## src/rtl/tdm_pkg.sv

```systemverilog
// Shared types and constants for the 4:1 TDM link.
// Slot codes match the transmit-side mux select values.
package tdm_pkg;

  typedef enum logic {
    HUNT   = 1'b0,
    LOCKED = 1'b1
  } state_e;

  localparam int SLOT_W  = 2;
  localparam int N_SLOTS = 4;
  localparam int MISS_W  = 4;

  typedef logic [SLOT_W-1:0] slot_t;
  typedef logic [MISS_W-1:0] miss_t;

  localparam slot_t SLOT0 = 2'b00;
  localparam slot_t SLOT1 = 2'b01;
  localparam slot_t SLOT2 = 2'b10;
  localparam slot_t SLOT3 = 2'b11;

endpackage

```

## src/rtl/slot_counter.sv

```systemverilog
// Mod-4 slot position counter shared with the transmit select generator.
// Clear wins over load-to-1, which wins over increment.
module slot_counter
  import tdm_pkg::*;
(
  input  logic  clk,
  input  logic  rst,
  input  logic  en_i,
  input  logic  load1_i,
  input  logic  clr_i,
  output slot_t slot_o
);

  slot_t slot_q;
  slot_t slot_d;

  // Next slot: wraps naturally from 3 to 0.
  always_comb begin
    slot_d = slot_q;
    if (clr_i)
      slot_d = SLOT0;
    else if (load1_i)
      slot_d = SLOT1;
    else if (en_i)
      slot_d = slot_q + slot_t'(1);
  end

  // Slot register.
  always_ff @(posedge clk or posedge rst) begin
    if (rst)
      slot_q <= SLOT0;
    else
      slot_q <= slot_d;
  end

  assign slot_o = slot_q;

endmodule

```

## src/rtl/tdm_demux4.sv

```systemverilog
// Receive side of the 4:1 TDM link: frame alignment,
// slot capture and parallel publication of four channels.
module tdm_demux4
  import tdm_pkg::*;
#(
  parameter int N_LOSS = 3
) (
  input  logic clk,
  input  logic rst,
  input  logic en,
  input  logic D,
  input  logic sync,
  output logic Y0,
  output logic Y1,
  output logic Y2,
  output logic Y3,
  output logic valid,
  output logic locked,
  output logic err
);

  localparam miss_t LOSS_AT = miss_t'(N_LOSS - 1);

  state_e     state_q, state_d;
  slot_t      slot;
  miss_t      miss_q, miss_d;
  logic [2:0] shadow_q, shadow_d;
  logic [3:0] y_q, y_d;
  logic       valid_q, valid_d;
  logic       err_q, err_d;
  logic       cnt_inc, cnt_ld, cnt_clr;

  logic misplaced, realign, missing;
  logic mid, last, lost;

  assign misplaced = sync && (slot != SLOT0);
  assign realign   = sync && (slot == SLOT0);
  assign missing   = !sync && (slot == SLOT0);
  assign mid       = !sync &&
                     ((slot == SLOT1) || (slot == SLOT2));
  assign last      = !sync && (slot == SLOT3);
  assign lost      = (miss_q >= LOSS_AT);

  slot_counter u_slot (
    .clk     (clk),
    .rst     (rst),
    .en_i    (cnt_inc),
    .load1_i (cnt_ld),
    .clr_i   (cnt_clr),
    .slot_o  (slot)
  );

  // Alignment state register.
  always_ff @(posedge clk or posedge rst) begin
    if (rst)
      state_q <= HUNT;
    else
      state_q <= state_d;
  end

  // Lock on a marker; drop lock after N_LOSS missing markers.
  always_comb begin
    state_d = state_q;
    if (en) begin
      unique case (state_q)
        HUNT:   if (sync) state_d = LOCKED;
        LOCKED: if (missing && lost) state_d = HUNT;
        default: state_d = HUNT;
      endcase
    end
  end

  // Capture, publication and anomaly decode for the current slot.
  always_comb begin
    shadow_d = shadow_q;
    y_d      = y_q;
    miss_d   = miss_q;
    valid_d  = 1'b0;
    err_d    = 1'b0;
    cnt_inc  = 1'b0;
    cnt_ld   = 1'b0;
    cnt_clr  = 1'b0;
    if (en) begin
      unique case (state_q)
        HUNT: begin
          if (sync) begin
            shadow_d[0] = D;
            cnt_ld      = 1'b1;
            miss_d      = '0;
          end
        end
        LOCKED: begin
          unique case (1'b1)
            misplaced: begin
              err_d       = 1'b1;
              shadow_d[0] = D;
              cnt_ld      = 1'b1;
              miss_d      = '0;
            end
            realign: begin
              shadow_d[0] = D;
              cnt_ld      = 1'b1;
              miss_d      = '0;
            end
            missing: begin
              err_d = 1'b1;
              if (lost) begin
                miss_d  = '0;
                cnt_clr = 1'b1;
              end else begin
                miss_d      = miss_q + miss_t'(1);
                shadow_d[0] = D;
                cnt_ld      = 1'b1;
              end
            end
            mid: begin
              if (slot == SLOT1)
                shadow_d[1] = D;
              else
                shadow_d[2] = D;
              cnt_inc = 1'b1;
            end
            last: begin
              y_d     = {D, shadow_q};
              valid_d = 1'b1;
              cnt_inc = 1'b1;
            end
            default: ;
          endcase
        end
        default: ;
      endcase
    end
  end

  // Datapath and output registers.
  always_ff @(posedge clk or posedge rst) begin
    if (rst) begin
      shadow_q <= '0;
      miss_q   <= '0;
      y_q      <= '0;
      valid_q  <= 1'b0;
      err_q    <= 1'b0;
    end else begin
      shadow_q <= shadow_d;
      miss_q   <= miss_d;
      y_q      <= y_d;
      valid_q  <= valid_d;
      err_q    <= err_d;
    end
  end

  assign Y0     = y_q[0];
  assign Y1     = y_q[1];
  assign Y2     = y_q[2];
  assign Y3     = y_q[3];
  assign valid  = valid_q;
  assign locked = (state_q == LOCKED);
  assign err    = err_q;

endmodule

```

## config.mk

```make
export PLATFORM = sky130hd
export DESIGN_NAME = tdm_demux4
export DESIGN_NICKNAME = d
export VERILOG_FILES = /design/src/rtl/tdm_pkg.sv /design/src/rtl/slot_counter.sv /design/src/rtl/tdm_demux4.sv
export SDC_FILE = /design/constraint.sdc
export NUM_CORES = 1
export LEC_CHECK = 0
export ABC_AREA = 1
export CAP_MARGIN = 40
export CORE_MARGIN = 4
export CORE_UTILIZATION = 56
export DETAILED_ROUTE_END_ITERATION = 7
export PLACE_DENSITY = 0.81
export SLEW_MARGIN = 20
export SYNTH_ARGS = -nofsm -noshare
export SYNTH_HDL_FRONTEND = slang
export SYNTH_HIERARCHICAL = 1
export SYNTH_SLANG_ARGS = --single-unit
```

## constraint.sdc

```tcl
create_clock -name clk -period 5.2 [get_ports clk]
set_clock_uncertainty 0.15 [all_clocks]
set_input_delay 0.78 -clock clk [delete_from_list [all_inputs] [get_ports clk]]
set_output_delay 0.78 -clock clk [all_outputs]
set_load 0.03 [all_outputs]
```

==> results by group <==
Run status
  • Outcome: finished, final reports clean

Detailed routing
  • DR vias/cell: 4.93
  • Routed vias: 681
  • WL per Instance: 10.9 um
  • Total Wirelength: 1.50 mm
  • Drt drc: 0
  • DRT Pass-1 Iters: 4
  • Post-DRT Antenna Nets: 0
  • Number of DRC markers in iteration 0: 22

Power and ir drop
  • NetSw: 0.208 mW
  • Combinational Power Share: 48.2%
  • Share of power burned in registers: 38.8%
  • Clk pwr share: 13.0%
  • Maximum VDD drop: 233 uV
  • Pwr per Cell Area: 467 mW/mm^2
  • Switch share: 42.4%
  • Int Power: 0.282 mW
  • Leakage power: 0.552 nW

Placement
  • I/O Buffers: 11
  • RD Place Congestion: 0.847
  • Hpwl dp: 1.21 mm

Layout
  • Most common cell after layout, fill and taps aside: nand2_1
  • P&R area growth vs syn: 17.0%
  • Fillers: 123
  • Antenna cell count: 0
  • Most frequent cells in the layout: nand2_1 (25), inv_1 (22), dfrtp_1 (16), nor2_1 (11), clkdlybuf4s50_1 (11)
  • Fin util: 69.7%
  • Share of cells above drive strength 1: 10.7%
  • Nets@finish: 138

Timing
  • Slew @ Worst Pin: 0.511 ns
  • Final number of setup-violating endpoints: 0
  • Tmin final: 2.34 ns
  • TNS Setup: 0 ns
  • RSZ-0062 raised after global routing: false
  • Max frequency: 426 MHz
  • Final Hold Vio Count: 0
  • Hold WS: 0.333 ns
  • Period utilization: 45.1%
  • Slew headroom: 65.9%
  • Max-slew violations: 0

Critical path
  • R2R depth: 8
  • Required time of the critical path: 4.27 ns
  • Nature of the critical path endpoint: output port
  • CP top delay family: buffers and inverters
  • Crit path max fanout: 5
  • Critical path launch point type: flip-flop
  • Crit-path cells: clkdlybuf4s50_1
  • Worst path bufs/invs: 1
  • Data arrival, critical path: 1.41 ns
  • Stages on worst setup path: 1
  • Slowest CP cell: clkdlybuf4s50_1
  • Critical path class: reg -> out
  • Max incr delay on CP: 0.70 ns

Clock tree
  • Clk buf depth: 2
  • Post-cts sizing count: 0
  • Clk pin slew, worst setup/hold paths: 0.09 ns
  • CTS tree: yes
  • Worst-Skew Late Latency: 0.28 ns
  • Num CTS Buffers: 3
  • H-tree levels: 1
  • Post-CTS setup buffers: 0
  • Clk sinks: 16
  • CTS root buf: clkbuf_4
  • Hold Buf Count CTS: 0

Die
  • Core Rows: 14
  • Die H: 48.0 um
  • Die X: 48.0 um
  • Core Region: 0.00151 sq mm
  • Ports: 12
  • Initial Util: 59.6%
  • Die footprint: 0.00231 sq mm

Yosys
  • Register area share after synthesis: 44.6%
  • Post-synth cell types: 19
  • Post-synth net total: 122
  • Syn Std Cell Area: 897 sq um
  • Synthesis Warnings: 6
  • Largest area contributor in the netlist: dfrtp_1
  • Share of the synthesized area in the top cell type: 44.6%
  • Post-Synthesis Cells: 108
  • Mean Syn Cell Area: 8.31 sq um
  • Synth top area cells: dfrtp_1 (45%), ha_1 (13%), nand2_1 (10%)
  • #FFs+latches synth: 16

Hold path
  • Hold Path Cell Cnt: 2
  • Worst Hold Class: reg -> reg

Global routing
  • First-pass GRT wire length: 2.46 mm
  • Antenna violations before repair: 0
  • Vias in the first global route: 588
  • Largest net degree at the start of global routing: 15
  • Grt total ovfl: 0
  • GRT Resource Usage Total: 15.5%

Flow run
  • Total of max-cap violations: 0
==> power groups by stage <==
stage | Sequential [mW] | Combinational, mW | Clock (mW)
after floorplan | 0.223 | 0.135 | 0
after global placement | 0.191 | 0.227 | 0
after detailed placement | 0.193 | 0.236 | 0
after CTS | 0.191 | 0.238 | 0.0641
after global routing | 0.195 | 0.266 | 0.0724
final | 0.190 | 0.236 | 0.0640
==> sequential cells by signal, indices dropped and copies added (netlist names) <==
signal         cells
err                1
locked             1
miss_q             4
shadow_q           3
u_slot/slot_o      2
valid              1
y_q                4
==> routing by layer <==
metal	vias up	global-route usage, %	wire length, um
met5	-	0	0
met2	8	24.5	703
met3	4	3.38	49
met4	0	4.84	19
met1	314	20.9	728
li1	355	-	-
==> cell families (layout without fill, tap and decap cells) <==
family	after synthesis	after routing	share of synthesized area (%)
and+or+nand+nor	48	48	24.4
AOI/OAI and AO/OA	12	12	8.51
buffers and inverters	23	37	9.90
DFF	16	16	44.6
adders and majority gates	9	9	12.6
==> cells in the mapped netlist <==
master,instances
nor2_2,2
o22ai_1,1
nand3_2,1
nor2_1,11
o21ai_2,1
dfrtp_1,16
or2_2,1
o21ai_1,2
nand2_2,2
nor3_1,1
a21oi_1,2
o21ai_0,5
o21ai_4,1
ha_1,9
nand3_1,4
inv_4,1
nand3_4,1
nand2_1,25
inv_1,22
==> worst paths after layout <==
| path | from | to | slack, ns |
|---|---|---|---|
| worst max-delay path | locked | locked | 2.86 |
| worst min-delay path | shadow_q[0] | y_q[0] | 0.33 |
| worst max register to register | u_slot/slot_o[0] | u_slot/slot_o[0] | 3.31 |
| worst min register to register | shadow_q[0] | y_q[0] | 0.33 |
| max in group asynchronous | rst | y_q[1] | 3.86 |
| min in group asynchronous | rst | u_slot/slot_o[0] | 0.52 |
==> final cells by class <==
type	count	area (sq um)	share of cell area, %
Multi-Input combinational cell	69	408	38.9
Sequential cell	16	400	38.1
Timing Repair Buffer	11	110	10.5
Inverter	23	88.8	8.46
Clock buffer	3	22.5	2.15
Tap cell	16	20.0	1.91
==> per-stage QoR <==
| stage | total power [mW] | worst slack (ns) | cells | cell area [sq um] |
|---|---|---|---|---|
| 6_report | 0.490 | 2.86 | 138 | 1050 |
| 5_1_grt | 0.534 | 2.71 | 138 | 1050 |
| 4_1_cts | 0.493 | 2.85 | 138 | 1050 |
| 3_5_place_dp | 0.429 | 2.56 | 135 | 1030 |
| 3_3_place_gp | 0.418 | 2.69 | 135 | 1030 |
| 2_1_floorplan | 0.358 | 3.25 | 108 | 897 |
(Power assumes the default switching activity.)
